<file path="src/rtl/neuron_pkg.sv">
// Shared constants, state encoding and helpers for the time-multiplexed neuron.
package neuron_pkg;

  localparam int unsigned ACT_NONE = 0;
  localparam int unsigned ACT_RELU = 1;

  // Wide intermediate width used to move values between ACC_W and OUT_W domains.
  localparam int unsigned WIDE_W = 64;

  localparam logic [1:0] S_IDLE = 2'd0;
  localparam logic [1:0] S_LOAD = 2'd1;
  localparam logic [1:0] S_MAC  = 2'd2;
  localparam logic [1:0] S_OUT  = 2'd3;

  typedef struct packed {
    logic [WIDE_W-1:0] value;
    logic              flag;
  } sat_t;

  function automatic int unsigned clog2(input int unsigned v);
    int unsigned r;
    r = 0;
    for (int i = 0; i < 32; i++) begin
      if ((32'd1 << i) < v) r = i + 1;
    end
    return r;
  endfunction

  // Clamp a signed value to the two's complement range of out_w bits.
  function automatic sat_t saturate(input logic signed [WIDE_W-1:0] acc,
                                    input int unsigned out_w);
    logic signed [WIDE_W-1:0] hi;
    logic signed [WIDE_W-1:0] lo;
    sat_t r;
    hi      = (64'sd1 <<< (out_w - 1)) - 64'sd1;
    lo      = -hi - 64'sd1;
    r.value = acc;
    r.flag  = 1'b0;
    if (acc > hi) begin
      r.value = hi;
      r.flag  = 1'b1;
    end else if (acc < lo) begin
      r.value = lo;
      r.flag  = 1'b1;
    end
    return r;
  endfunction

endpackage

</file>
<file path="src/rtl/mac_unit.sv">
// Sign-aware X_W x W_W multiplier feeding a loadable accumulator register.
module mac_unit #(
  parameter int unsigned X_W      = 10,
  parameter int unsigned W_W      = 8,
  parameter int unsigned W_SIGNED = 0,
  parameter int unsigned ACC_W    = 23
) (
  input  logic                    clk_i,
  input  logic                    rst_i,
  input  logic                    load_i,
  input  logic signed [ACC_W-1:0] load_val_i,
  input  logic                    en_i,
  input  logic [X_W-1:0]          x_i,
  input  logic [W_W-1:0]          w_i,
  output logic signed [ACC_W-1:0] acc_o
);

  localparam int unsigned PROD_W = X_W + W_W + 2;

  logic signed [PROD_W-1:0] w_x_ext;
  logic signed [PROD_W-1:0] w_w_ext;
  logic signed [PROD_W-1:0] w_prod;
  logic signed [ACC_W-1:0]  w_prod_ext;
  logic signed [ACC_W-1:0]  r_acc;
  logic                     w_w_msb;

  // x is always unsigned; w follows W_SIGNED.
  assign w_w_msb    = (W_SIGNED != 0) & w_i[W_W-1];
  assign w_x_ext    = {{(PROD_W - X_W){1'b0}}, x_i};
  assign w_w_ext    = {{(PROD_W - W_W){w_w_msb}}, w_i};
  assign w_prod     = w_x_ext * w_w_ext;
  assign w_prod_ext = {{(ACC_W - PROD_W){w_prod[PROD_W-1]}}, w_prod};

  always_ff @(posedge clk_i) begin
    if (rst_i) begin
      r_acc <= '0;
    end else if (load_i) begin
      r_acc <= load_val_i;
    end else if (en_i) begin
      r_acc <= r_acc + w_prod_ext;
    end
  end

  assign acc_o = r_acc;

endmodule

</file>
<file path="src/rtl/mac_neuron_seq.sv">
// Time-multiplexed neuron: one product per cycle, bias, optional ReLU, saturation,
// valid/ready result handshake.
module mac_neuron_seq
  import neuron_pkg::*;
#(
  parameter int unsigned N_INPUTS = 8,
  parameter int unsigned X_W      = 10,
  parameter int unsigned W_W      = 8,
  parameter int unsigned W_SIGNED = 0,
  parameter int unsigned OUT_W    = 23,
  parameter int unsigned ACT      = 0
) (
  input  logic                       clk_i,
  input  logic                       rst_i,
  input  logic                       start_i,
  input  logic [N_INPUTS*X_W-1:0]    x_i,
  input  logic [N_INPUTS*W_W-1:0]    w_i,
  input  logic signed [OUT_W-1:0]    bias_i,
  output logic                       busy_o,
  output logic                       valid_o,
  input  logic                       ready_i,
  output logic                       sat_o,
  output logic signed [OUT_W-1:0]    result_o
);

  localparam int unsigned IDX_W = clog2(N_INPUTS);
  localparam int unsigned ACC_W = X_W + W_W + IDX_W + 2;

  logic [1:0]              r_state;
  logic [1:0]              w_state_nxt;
  logic [IDX_W-1:0]        r_idx;
  logic [IDX_W-1:0]        w_idx_nxt;
  logic [N_INPUTS*X_W-1:0] r_x;
  logic [N_INPUTS*W_W-1:0] r_w;
  logic                    r_busy;
  logic                    r_valid;
  logic                    r_sat;
  logic signed [OUT_W-1:0] r_result;

  logic                    w_acc_load;
  logic                    w_acc_en;
  logic                    w_out_cap;
  logic [X_W-1:0]          w_x_sel;
  logic [W_W-1:0]          w_w_sel;
  logic signed [ACC_W-1:0] w_bias_ext;
  logic signed [ACC_W-1:0] w_acc;
  logic signed [WIDE_W-1:0] w_acc_wide;
  logic signed [WIDE_W-1:0] w_act_wide;
  sat_t                    w_sat;

  // Next-state and datapath control.
  always_comb begin
    w_state_nxt = r_state;
    w_idx_nxt   = r_idx;
    w_acc_load  = 1'b0;
    w_acc_en    = 1'b0;
    w_out_cap   = 1'b0;
    case (r_state)
      S_IDLE: begin
        if (start_i) begin
          w_acc_load  = 1'b1;
          w_idx_nxt   = '0;
          w_state_nxt = S_MAC;
        end
      end
      S_MAC: begin
        w_acc_en = 1'b1;
        if (r_idx == IDX_W'(N_INPUTS - 1)) begin
          w_idx_nxt   = '0;
          w_state_nxt = S_OUT;
        end else begin
          w_idx_nxt = r_idx + IDX_W'(1);
        end
      end
      S_OUT: begin
        if (!r_valid) begin
          w_out_cap = 1'b1;
        end else if (ready_i) begin
          w_state_nxt = S_IDLE;
        end
      end
      default: w_state_nxt = S_IDLE;
    endcase
  end

  always_ff @(posedge clk_i) begin
    if (rst_i) begin
      r_state <= S_IDLE;
      r_idx   <= '0;
    end else begin
      r_state <= w_state_nxt;
      r_idx   <= w_idx_nxt;
    end
  end

  always_ff @(posedge clk_i) begin
    if (rst_i) begin
      r_x <= '0;
      r_w <= '0;
    end else if (w_acc_load) begin
      r_x <= x_i;
      r_w <= w_i;
    end
  end

  // Operand select for the current MAC step.
  always_comb begin
    w_x_sel = '0;
    w_w_sel = '0;
    for (int k = 0; k < N_INPUTS; k++) begin
      if (r_idx == IDX_W'(k)) begin
        w_x_sel = r_x[k*X_W +: X_W];
        w_w_sel = r_w[k*W_W +: W_W];
      end
    end
  end

  assign w_bias_ext = ACC_W'(WIDE_W'(bias_i));

  mac_unit #(
    .X_W      (X_W),
    .W_W      (W_W),
    .W_SIGNED (W_SIGNED),
    .ACC_W    (ACC_W)
  ) u_mac (
    .clk_i      (clk_i),
    .rst_i      (rst_i),
    .load_i     (w_acc_load),
    .load_val_i (w_bias_ext),
    .en_i       (w_acc_en),
    .x_i        (w_x_sel),
    .w_i        (w_w_sel),
    .acc_o      (w_acc)
  );

  assign w_acc_wide = WIDE_W'(w_acc);
  assign w_act_wide = ((ACT == ACT_RELU) && w_acc_wide[WIDE_W-1]) ? '0 : w_acc_wide;
  assign w_sat      = saturate(w_act_wide, OUT_W);

  // Result stage; result and flag are held until the next OUT entry.
  always_ff @(posedge clk_i) begin
    if (rst_i) begin
      r_busy   <= 1'b0;
      r_valid  <= 1'b0;
      r_sat    <= 1'b0;
      r_result <= '0;
    end else begin
      r_busy <= (w_state_nxt inside {S_LOAD, S_MAC, S_OUT});
      if (w_out_cap) begin
        r_result <= OUT_W'(w_sat.value);
        r_sat    <= w_sat.flag;
        r_valid  <= 1'b1;
      end else if (r_valid && ready_i) begin
        r_valid <= 1'b0;
      end
    end
  end

  assign busy_o   = r_busy;
  assign valid_o  = r_valid;
  assign sat_o    = r_sat;
  assign result_o = r_result;

endmodule

</file>
<file path="config.mk">
export PLATFORM = sky130hd
export DESIGN_NAME = mac_neuron_seq
export DESIGN_NICKNAME = d
export VERILOG_FILES = /design/src/rtl/neuron_pkg.sv /design/src/rtl/mac_unit.sv /design/src/rtl/mac_neuron_seq.sv
export SDC_FILE = /design/constraint.sdc
export NUM_CORES = 1
export LEC_CHECK = 0
export ABC_AREA = 1
export CAP_MARGIN = 20
export CORE_MARGIN = 4
export CORE_UTILIZATION = 43
export DETAILED_ROUTE_END_ITERATION = 6
export PLACE_DENSITY = 0.66
export REMOVE_ABC_BUFFERS = 1
export SLEW_MARGIN = 20
export SYNTH_ARGS = -nofsm -noshare
export SYNTH_HDL_FRONTEND = slang
export SYNTH_HIERARCHICAL = 1
export SYNTH_SLANG_ARGS = --single-unit
</file>
<file path="constraint.sdc">
create_clock -name clk_i -period 6.2 [get_ports clk_i]
set_clock_uncertainty 0.15 [all_clocks]
set_input_delay 0.93 -clock clk_i [delete_from_list [all_inputs] [get_ports clk_i]]
set_output_delay 0.93 -clock clk_i [all_outputs]
set_load 0.02 [all_outputs]
</file>
# After elaboration in Yosys (flattened, before gate mapping)
# Cells that the tools add are included.
# op_classes
shift	0
addsub	2
multipliers	1
n_mux	35
div_mod_pow	0
eq_ne	13
n_reduce_logical	8
bitwise_logic	0
n_lt_le_gt_ge	2
# op_table
op	count
2-to-1 mux 10 bit	8
2-to-1 mux 8 bit	8
2-to-1 mux 24 bit	2
2-to-1 mux 23 bit	2
adder 23 x 19 -> 23 bit	1
> comparator 23 bit, second input constant	1
less-than comparator 23 bit, second input constant	1
multiplier 10 x 8 -> 18 bit	1
== test 3 bit, second input constant	4
== test 2 bit, second input constant	4
2-to-1 mux 2 bit	4
2-to-1 mux 1 bit	7
== test 3 x 2 -> 1 bit, second input constant	2
2-to-1 mux 3 bit	2
one-hot mux 2 bit (3 select lines)	1
one-hot mux 3 bit (2 select lines)	1
nonzero test 2 bit	3
adder 3 x 1 -> 3 bit, second input constant	1
== test 3 x 1 -> 1 bit, second input constant	1
zero test 3 bit	1
nonzero test 3 bit	1
== test 2 x 1 -> 1 bit, second input constant	1
zero test 2 bit	1
!= test 2 bit, second input constant	1
other kinds (2)	2
# totals
latchBits	0
input_bits	171
memories	0
word_cells	70
romBits	0
ram_bits	0
regBits	198

# Logic depth before layout (Yosys ltp)
# Gate-level depths: netlist of run 1.
# logic_depth
word_depth	13
ltp_mapped	48
depth_no_buf	44

# Cells and area by module
# The synthesis of run 1 kept the hierarchy.
# by_module_without_submodules
module	cells_per_inst	n_inst	seq_area_each_um2	area_per_inst_um2
mac_neuron_seq	1202	1	3503.4	7947.6
mac_unit	799	1	460.4	5148.7

# Worst setup path after synthesis of run 1
# OpenSTA, ideal clock, no wires.
# synth_timing
path_kind	flip-flop to flip-flop
start	register r_idx[2]
end	register u_mac.r_acc[18], in the netlist u_mac/acc_o[18]
setup_time_ns	0.132
path_stages_with_launch	40
n_path_buf	6
slack_ns	-0.493
arrival_ns	6.411
t_required_ns	5.918
period_less_slack_ns	6.693
cell_sequence	dfxtp_1 -> buf_6 -> inv_4 -> buf_6 -> buf_8 -> ha_1 -> buf_2 -> inv_2 -> buf_2 -> nand3_1 -> nand2_1 -> nand2_1 -> nand2_1 -> nand2_1 -> nand2_1 -> clkbuf_1 -> nand2_1 -> fa_1 -> [... 4 more ...] -> fa_1 -> inv_1 -> ha_1 -> a21oi_1 -> a21boi_2 -> o21ai_1 -> and2_1 -> o21bai_1 -> nand2_1 -> ha_1 -> nand2_2 -> inv_2 -> a21oi_2 -> nor2_1 -> nor2_1 -> nand3_1 -> nand3_1 -> a21oi_1
# synth_via
elab_chain_len	13
# synth_lines
item	line	rtl
start: declaration	mac_neuron_seq.sv:31	logic [IDX_W-1:0] r_idx;
start signal: assignment	mac_neuron_seq.sv:92	r_idx <= w_idx_nxt;
zero test 3 bit	mac_neuron_seq.sv:111	if (r_idx == IDX_W'(k)) begin
2-to-1 mux 8 bit (7 in a row)	mac_neuron_seq.sv:111	
2-to-1 mux 8 bit (*)	mac_neuron_seq.sv:111	
via w_w_sel[6]	mac_neuron_seq.sv:44	logic [W_W-1:0] w_w_sel;
multiplier 10 x 8 -> 18 bit (*)	mac_unit.sv:31	assign w_prod = w_x_ext * w_w_ext;
adder 23 x 19 -> 23 bit (*)	mac_unit.sv:40	r_acc <= r_acc + w_prod_ext;
2-to-1 mux 23 bit (*)	mac_unit.sv:39	end else if (en_i) begin
2-to-1 mux 23 bit (*)	mac_unit.sv:37	end else if (load_i) begin
end signal: assignment	mac_unit.sv:38	r_acc <= load_val_i;
end signal: assignment	mac_unit.sv:40	
end: declaration	mac_unit.sv:24	logic signed [ACC_W-1:0] r_acc;
# Mark *: on every way through the listed nets, which the timed path passes. The rest lies on a longest branch. The select of a mux whose other input is x is not followed.
# A chain may end at the register's enable or synchronous reset.

# Final worst setup path of run 1
# layout_timing
start	register r_idx[1]
end	register u_mac.r_acc[18], in the netlist u_mac/acc_o[18]
# The elaborated chain is that of the path after synthesis.

==> run_results.csv, run 1 <==
group,metric,value,unit
critical_path,r2r-start,"r_idx[1]",
placement,dp_cells,2590,
logic_synthesis,synthTopCellsByArea,"dfxtp_1 30%, nand2_1 13%, nor2_1 12%",
clocking,cts.clk_slew.worst_paths,90,ps
layout,final_area,0.0180,mm²
layout,drive_gt1_share,18.5,%
critical_path,critPathRequiredTime,6430,ps
critical_path,criticalPathCategory,"flop to flop",
global_route,grt_pass1_wl,61200,µm
logic_synthesis,avgSynthCellArea,6.54,µm²
floorplanning,initial_utilization,43.8,%
route,wl_per_cell,14.2,µm
logic_synthesis,synth_seq_cells,198,
run,drv_cap,0,
clocking,clock_latency,450,ps
clocking,cts_buffer_depth,2,
layout,fillCellCount,2728,
logic_synthesis,syn-instance-count,2001,
floorplanning,die_w,183,µm
route,routed_wl,38000,µm
placement,port_buffers,196,
critical_path,cp_max_fo,8,
route,vias_per_cell,4.86,
critical_path,cp_data_arrival_time,6550,ps
sta,grt_setup_unrepaired,"yes",
logic_synthesis,synth_top_family_by_area,"simple AND/OR/NAND/NOR gates",
logic_synthesis,synthMuxAreaShare,0,%
logic_synthesis,synth_compound_area_share,11.1,%
critical_path,critPathMaxStageDelay,560,ps
floorplanning,dieArea,0.0333,mm²
clocking,cts_tree,"built",
placement,dpl_worst_slack,-595,ps
global_route,gr-total-overflow,0,
logic_synthesis,async_flop_share,0,%
logic_synthesis,synthDistinctLibCells,43,
critical_path,cpMostUsedCell,"nand2_1",
floorplanning,ios,197,
sta,fin_crit_sh,102,%
sta,fin_crit,6320,ps
floorplanning,rows,63,
sta,worstMarginPinSlew,1020,ps
run_status,status,"finished, violations left",
sta,fmax,158,MHz
route,drt_iter0_markers,829,
layout,antenna_cells,0,
placement,dpl-instance-area,0.0160,mm²
sta,final_hold_viol_count,0,
critical_path,reg2reg_slack,-120,ps
clocking,numCtsBuffers,17,
sta,finalMaxSlewViolations,0,
placement,routabilityCongestion,0.901,
placement,dp_hpwl,27100,µm
clocking,root_buffer,"clkbuf_16",
floorplanning,core_area,0.0299,mm²
critical_path,crit_start,"r_idx[1]",
global_route,antenna_found_initial,0,
logic_synthesis,synth_xor_area_share,1.07,%
sta,setup_viol,9,
critical_path,critPathCapture,"u_mac/acc_o[18]",
run_status,violations,"setup timing",
critical_path,worstSetupStartpointType,"flop",
logic_synthesis,synth_edf_count,0,
pwr,power_density,221,mW/mm²
logic_synthesis,post-synth-top-area-cell,"dfxtp_1",
logic_synthesis,ys.flop_type,"dfxtp_1",
critical_path,rr_worst_depth,38,
global_route,grt_max_degree,116,
global_route,grtUsageTotal,22.2,%
layout,syn_to_final_growth,37.5,%
route,num_vias,13000,
worst_hold_path,whs_path_depth,2,
logic_synthesis,synth.top_cells.by_count,"445 x nand2_1, 422 x nor2_1, 252 x inv_1",
critical_path,cp-end-kind,"flop",
route,drt_first_pass_iters,5,
logic_synthesis,ys_warn_count,6,
layout,final_nets,2550,
route,drcViolationCount,0,
sta,setup_ws,-121,ps
logic_synthesis,yosys.area_share.simple,32.3,%
layout,final_core_util,60.3,%
layout,instances_no_fill,2671,
route,ant_nets,0,
logic_synthesis,synth_top_area_share,30.3,%
logic_synthesis,synth.most_common_cell,"nand2_1",
clocking,hold_buffers,0,
pwr,max-vdd-ir-drop,0.199,mV
logic_synthesis,synth_fa_ha_area_share,13.4,%
floorplanning,fp.dieH,183,µm
critical_path,cpMaxStageDelayCell,"fa_1",
worst_hold_path,hold_class,"flop to flop",
critical_path,r2r_end,"u_mac/acc_o[18]",
sta,maxSlewHeadroom,32.2,%
clocking,clock-sinks,198,
pwr,leakage,0.00890,µW
sta,whs,306,ps
clocking,htree_levels,4,
logic_synthesis,netlist_area,0.0131,mm²
logic_synthesis,synth_seq_area_share,30.3,%
global_route,grt_pass1_vias,12500,
==> worst max-delay path, delay by kind of cell, from the launching register on <==
| family | cells | cell delay (ps) |
|---|---|---|
| buffers and inverters | 8 | 710 |
| and+or+nand+nor | 17 | 1420 |
| adders and majority gates | 7 | 2660 |
| DFF | 1 | 390 |
| AOI/OAI and AO/OA | 6 | 940 |
==> report_power, final <==
group / switching [µW] / leakage [µW] / internal [µW]
combinational: 729 / 0.00696 / 652
clock: 615 / 0.000300 / 558
sequential: 62.4 / 0.00164 / 1370
==> cells in the final DEF (no fill, tap or decap), types with 17 or more instances in the layout <==
master / netlist / layout
fa_1: 49 / 46
nand3_1: 85 / 77
inv_1: 252 / 232
nand3_2: 11 / 17
a21oi_1: 59 / 46
ha_4: 0 / 19
nor2_1: 422 / 405
inv_2: 15 / 27
dfxtp_1: 198 / 196
clkbuf_16: 0 / 17
buf_4: 5 / 130
ha_1: 62 / 39
o21ai_0: 163 / 159
clkdlybuf4s50_1: 0 / 196
nand2_2: 20 / 70
nand2_1: 445 / 380
==> per-layer routing <==
metal / vias to the layer above / track usage [%] / wire, µm / part of all wire, %
met5: - / 0 / 0 / 0
met4: 0 / 4.86 / 437 / 1.2
met3: 28 / 3.23 / 1680 / 4.4
met2: 273 / 38.1 / 18500 / 49
met1: 5968 / 29.7 / 17300 / 46
li1: 6700 / - / - / -
==> worst min path at each step <==
stage              to  startpoint  slack [ps]
2_1_floorplan  r_w[0]      r_w[0]         280
4_1_cts         sat_o       sat_o         300
3_5_place_dp    sat_o       sat_o         290
6_report        sat_o       sat_o         310
5_1_grt        r_x[2]      r_x[2]         320
3_3_place_gp    sat_o       sat_o         280
==> layout make-up <==
class / count / area [µm²] / share of cell area [%]
inverter: 270 / 1050 / 5.84
clock buffer: 17 / 425 / 2.36
timing repair buffer: 353 / 3400 / 18.9
sequential: 198 / 3970 / 22.1
clock inverter: 15 / 196 / 1.09
tap: 390 / 488 / 2.71
multi-input combinational: 1428 / 8480 / 47.1
==> cell families (layout without fill, tap and decap cells) <==
kind of cell,count (synthesis),count (layout)
XOR/XNOR,16,16
flip-flops,198,198
AO/OA/AOI/OAI,270,270
AND/OR/NAND/NOR,1027,1031
adder cells (fa/ha/maj),111,111
buffers and inverters,379,655
==> flip-flops by register name (all words and copies together), names as in the netlist, 2 cells and up <==
| register | cells |
|---|---|
| result_o | 23 |
| u_mac/acc_o | 23 |
| r_x | 80 |
| r_w | 64 |
| r_idx | 3 |
| r_state | 2 |
==> through the flow <==
stage	total power (µW)	TNS, ps
global route	4200	-5030
CTS	3850	-1320
detailed placement	2570	-5940
global placement	2550	-4180
finish	3980	-500
floorplan	2090	-8880
==> what timing repair did <==
item                                    4_1_cts  5_1_grt
cloned                                        6        1
resized for setup                           117      122
endpoints found under the setup margin       16       17
setup buffers                                20       23
pin swaps                                    46      116
(Power assumes the default switching activity.)
==> run 2: changes to the inputs <==
Settings changed: CORE_MARGIN 4 to not set, SETUP_SLACK_MARGIN set to 0.2.
==> run 2 against run 1 <==
Compared with the run above:
- the flow still finishes with violations (setup timing)
- highest routed layer unchanged
- combinational power about the same
- global-route usage increased by 2.8 points
- power increased by 0.70%
- maximum frequency increased by 0.40%
- setup slack improved by 25 ps
- worst hold slack got worse by 3.0 ps
- non-clock buffer count increased by 10
- first-iteration DRC count increased by 3.3%
- clock power about the same
- sequential power about the same
- final cell count increased by 0.34%
==> run_results.csv, run 2 (synthesized netlist as in run 1, its figures left out) <==
group,metric,value,unit
run_status,status,"finished, violations left",
run_status,violations,"setup timing",
floorplanning,initial_utilization,44.0,%
layout,fillCellCount,2710,
critical_path,critPathRequiredTime,6380,ps
critical_path,rr_worst_depth,40,
route,num_vias,13200,
clocking,clock-sinks,198,
critical_path,r2r-start,"r_idx[1]",
global_route,gr-total-overflow,0,
route,drt_first_pass_iters,5,
layout,drive_gt1_share,20.5,%
placement,dp_hpwl,26900,µm
sta,final_hold_viol_count,0,
clocking,htree_levels,4,
critical_path,criticalPathCategory,"flop to flop",
global_route,grtUsageTotal,25.0,%
clocking,cts.clk_slew.worst_paths,80,ps
floorplanning,dieArea,0.0312,mm²
critical_path,reg2reg_slack,-100,ps
critical_path,cp_data_arrival_time,6470,ps
sta,setup_ws,-96.3,ps
placement,dpl-instance-area,0.0160,mm²
layout,syn_to_final_growth,39.2,%
clocking,cts_tree,"built",
critical_path,cp-end-kind,"flop",
critical_path,critPathCapture,"u_mac/acc_o[19]",
route,drt_iter0_markers,856,
pwr,power_density,220,mW/mm²
critical_path,crit_start,"r_idx[1]",
floorplanning,rows,63,
floorplanning,ios,197,
layout,final_area,0.0182,mm²
worst_hold_path,hold_class,"flop to flop",
layout,final_nets,2559,
sta,setup_viol,11,
layout,top_register,"r_x",
pwr,p_total,4010,µW
clocking,clock_latency,460,ps
layout,antenna_cells,0,
sta,fin_crit,6300,ps
layout,final_cell_mix,"407 x nor2_1, 358 x nand2_1, 224 x inv_1, 196 x dfxtp_1, 196 x clkdlybuf4s50_1",
global_route,grt_max_degree,122,
layout,largest_register_ffs,80,
critical_path,cpLargestDelayFamily,"adder cells",
route,vias_per_cell,4.92,
floorplanning,core_area,0.0298,mm²
sta,grt_setup_unrepaired,"yes",
floorplanning,fp.dieH,177,µm
sta,maxSlewHeadroom,32.5,%
critical_path,crit_buf_inv,11,
sta,worstMarginPinSlew,1010,ps
critical_path,cp_max_fo,6,
global_route,antenna_found_initial,0,
sta,finalMaxSlewViolations,0,
floorplanning,die_w,177,µm
clocking,root_buffer,"clkbuf_16",
clocking,cts_buffer_depth,2,
route,ant_nets,0,
run,drv_cap,0,
pwr,max-vdd-ir-drop,0.204,mV
critical_path,cpMaxStageDelayCell,"fa_1",
global_route,grt_pass1_vias,12700,
pwr,leakage,0.00899,µW
route,wl_per_cell,14.5,µm
route,drcViolationCount,0,
clocking,numCtsBuffers,17,
layout,final_common_cell,"nor2_1",
sta,fin_crit_sh,102,%
critical_path,critPathMaxStageDelay,520,ps
clocking,hold_buffers,0,
placement,routabilityCongestion,0.834,
sta,fmax,159,MHz
critical_path,r2r_end,"u_mac/acc_o[19]",
global_route,grt_pass1_wl,62500,µm
critical_path,worstSetupStartpointType,"flop",
critical_path,cp.depth,40,
layout,top_regs,"r_x (80), r_w (64)",
route,routed_wl,38900,µm
placement,port_buffers,196,
## run 2: cell count changes in the layout (fill, tap and decap cells not counted), moves of 8 or more
cell	delta
nand3_1	-11
inv_2	+10
inv_1	-8
nand2_2	+22
buf_4	-8
buf_6	+15
nand2_1	-22
nand3_2	+12
## run 2: worst min path at each step
stage | from | to | cells after the start
2_1_floorplan | r_w[0] | r_w[0] | 2
3_3_place_gp | sat_o | sat_o | 2
3_5_place_dp | sat_o | sat_o | 2
4_1_cts | sat_o | sat_o | 2
5_1_grt | sat_o | sat_o | 2
6_report | sat_o | sat_o | 2
## run 2: stage by stage
step / instances / util [%] / hold WS [ps] / setup WS [ps] / setup TNS (ps)
2_1_floorplan: 1892 / - / 282 / -780 / -8880
3_3_place_gp: 2589 / 53.6 / 282 / -445 / -5060
3_5_place_dp: 2589 / 53.6 / 288 / -521 / -6190
4_1_cts: 2655 / 58.6 / 301 / -109 / -611
5_1_grt: 2680 / 61.2 / 321 / -422 / -4520
6_report: 2680 / 61.2 / 303 / -96.3 / -597
## run 2: repair_timing
action,4_1_cts,5_1_grt
setup endpoints to repair,17,17
gates cloned,4,3
pin swaps,100,134
resized for setup,142,149
buffers inserted,30,22
## run 2: area by class of cell
class | instances | area, µm² | share of cell area, %
clock buffer | 17 | 425 | 2.33
timing repair buffer | 363 | 3550 | 19.5
tap | 390 | 488 | 2.68
clock inverter | 15 | 205 | 1.13
inverter | 270 | 1040 | 5.70
multi-input combinational | 1427 | 8540 | 46.9
sequential | 198 | 3970 | 21.8
## run 2: power by group
group	leakage (µW)	switching [µW]	internal (µW)
Clock	0.000305	635	568
Sequential	0.00164	60.6	1370
Combinational	0.00705	735	646
## run 2: layer usage
metal	vias up	part of all wire, %	global-route usage (%)
met2	324	49	43.9
met4	0	1.8	6.32
met5	-	0	0
met1	6118	45	32.4
li1	6698	-	-
met3	46	4.1	2.82
## run 2: tightest hold or removal path: cells and delay by family (launching register included)
kind             cells  cell delay (ps)
AND/OR/NAND/NOR      2              100
flip-flops           1              320
==> run 3: changes to the inputs <==
Settings changed: CORE_MARGIN set to 8.
==> run 3 against run 2 <==
Compared with the run above:
- the run still ends with setup timing left
- global-route usage shrank 3.0 points
- non-clock buffer count shrank 4
- final cell count is essentially flat
- die area grew 16%
- register-to-register slack lost 90 ps
- count of clock-buffer cells in the layout is the same
- final area grew 1.4%
- sequential cell count is the same
- critical path type unchanged
==> run_results.csv, run 3 (synthesized netlist as in run 1, its figures left out) <==
group,metric,value,unit
run_status,status,"finished, violations left",
run_status,violations,"setup timing",
pwr,leakage,0.00909,µW
run,drv_cap,0,
global_route,antenna_found_initial,0,
sta,setup_ws,-189,ps
layout,final_cell_mix,"408 x nor2_1, 352 x nand2_1, 217 x inv_1, 196 x clkdlybuf4s50_1, 195 x dfxtp_1",
pwr,max-vdd-ir-drop,0.206,mV
route,ant_nets,0,
placement,dpl-instance-area,0.0159,mm²
floorplanning,die_w,191,µm
layout,final_common_cell,"nor2_1",
critical_path,critPathRequiredTime,6430,ps
route,routed_wl,40700,µm
clocking,cts_buffer_depth,2,
worst_hold_path,hold_class,"flop to flop",
critical_path,cpLargestDelayFamily,"adder cells",
clocking,hold_buffers,0,
critical_path,worstSetupStartpointType,"flop",
route,drt_first_pass_iters,5,
clocking,cts.clk_slew.worst_paths,80,ps
pwr,p_int,2630,µW
floorplanning,initial_utilization,43.3,%
clocking,root_buffer,"clkbuf_16",
route,vias_per_cell,4.93,
layout,final_area,0.0185,mm²
layout,antenna_cells,0,
global_route,grt_pass1_vias,13300,
pwr,pwr-share-clk,28.6,%
sta,maxSlewHeadroom,32.3,%
placement,routabilityCongestion,0.879,
sta,fmax,157,MHz
critical_path,criticalPathCategory,"flop to flop",
sta,worstMarginPinSlew,1020,ps
critical_path,cp_data_arrival_time,6620,ps
layout,top_register,"r_x",
clocking,htree_levels,4,
critical_path,crit_buf_inv,11,
placement,dp_hpwl,27800,µm
route,wl_per_cell,15.2,µm
layout,final_nets,2555,
sta,grt_setup_unrepaired,"yes",
sta,setup_viol,13,
layout,drive_gt1_share,21.7,%
pwr,p_sw,1470,µW
critical_path,cpMaxStageDelayCell,"fa_1",
route,drcViolationCount,0,
pwr,power.share.switching,35.9,%
floorplanning,dieArea,0.0363,mm²
global_route,gr-total-overflow,0,
layout,largest_register_ffs,80,
global_route,grt_max_degree,136,
pwr,power_density,222,mW/mm²
layout,syn_to_final_growth,41.2,%
clocking,cts_tree,"built",
layout,top_regs,"r_x (80), r_w (64)",
floorplanning,fp.dieH,191,µm
sta,final_hold_viol_count,0,
global_route,grt_pass1_wl,65500,µm
pwr,comb_power_share,36.6,%
critical_path,cp_max_fo,7,
sta,fin_crit_sh,103,%
route,num_vias,13200,
critical_path,critPathMaxStageDelay,510,ps
sta,finalMaxSlewViolations,0,
clocking,numCtsBuffers,17,
critical_path,cp-end-kind,"flop",
clocking,clock-sinks,198,
route,drt_iter0_markers,762,
global_route,grtUsageTotal,22.0,%
floorplanning,core_area,0.0303,mm²
floorplanning,rows,64,
sta,whs,295,ps
sta,fin_crit,6390,ps
pwr,p_seq_share,34.8,%
clocking,clock_latency,450,ps
floorplanning,ios,197,
placement,port_buffers,196,
run 3: cell count changes in the layout (fill, tap and decap cells not counted), sizes merged:
cell / delta
clkbuf: -3
bufbuf: +1
nand2: +1
buf: -2
nor2: -1
clkinv: +6
inv: -6
run 3: final cells by class:
cell class	instances	area, µm²
multi-input combinational	1427	8870
clock buffer	17	425
fill	2667	11800
tap	396	495
timing repair buffer	359	3490
sequential	198	3970
inverter	270	1040
clock inverter	15	191
run 3: metrics by stage:
step | setup slack [ps] | setup TNS, ps | util (%) | std cells | power [µW]
final | -189 | -1440 | 61.1 | 2682 | 4100
after floorplan | -780 | -8880 | - | 1892 | 2090
after CTS | -130 | -943 | 58.6 | 2667 | 3950
after global placement | -511 | -5640 | 52.6 | 2589 | 2550
after detailed placement | -613 | -7520 | 52.6 | 2589 | 2570
after global routing | -494 | -5230 | 61.1 | 2682 | 4330
run 3: worst reg2reg max path: cells and delay by family, from the launching register on:
family	cells	cell delay, ps
fa+ha+maj	7	2790
simple gates	16	1260
xor+xnor	1	190
compound gates	3	410
buf+inv	11	1140
flops	1	410
run 3: power groups by stage:
stage	Clock [µW]	Combinational (µW)	Sequential (µW)
3_3_place_gp	0	1110	1450
4_1_cts	1200	1340	1420
2_1_floorplan	0	659	1430
5_1_grt	1250	1650	1440
6_report	1170	1500	1430
3_5_place_dp	0	1120	1450
run 3: path summary, 6_finish.rpt:
kind	startpoint	end	slack, ps	cells past startpoint
worst max-delay path	r_idx[1]	u_mac/acc_o[17]	-190	38
worst min-delay path	sat_o	sat_o	300	2
worst max register to register	r_idx[1]	u_mac/acc_o[17]	-190	38
worst min register to register	sat_o	sat_o	300	2
run 3: per-layer routing:
layer	GRT usage (%)	vias up	wire length, µm
met5	0	-	0
met4	7.67	0	1110
met3	4.21	74	1870
met2	38.0	316	19800
met1	26.9	6139	17900
li1	-	6698	-
run 3: timing repair:
| item | in CTS | in global routing |
|---|---|---|
| gates resized for setup | 182 | 155 |
| cloned | 8 | 0 |
| buffers inserted | 38 | 15 |
| pin swaps | 141 | 114 |
| setup endpoints to repair | 17 | 18 |
| endpoints found under the hold margin | 0 | 0 |
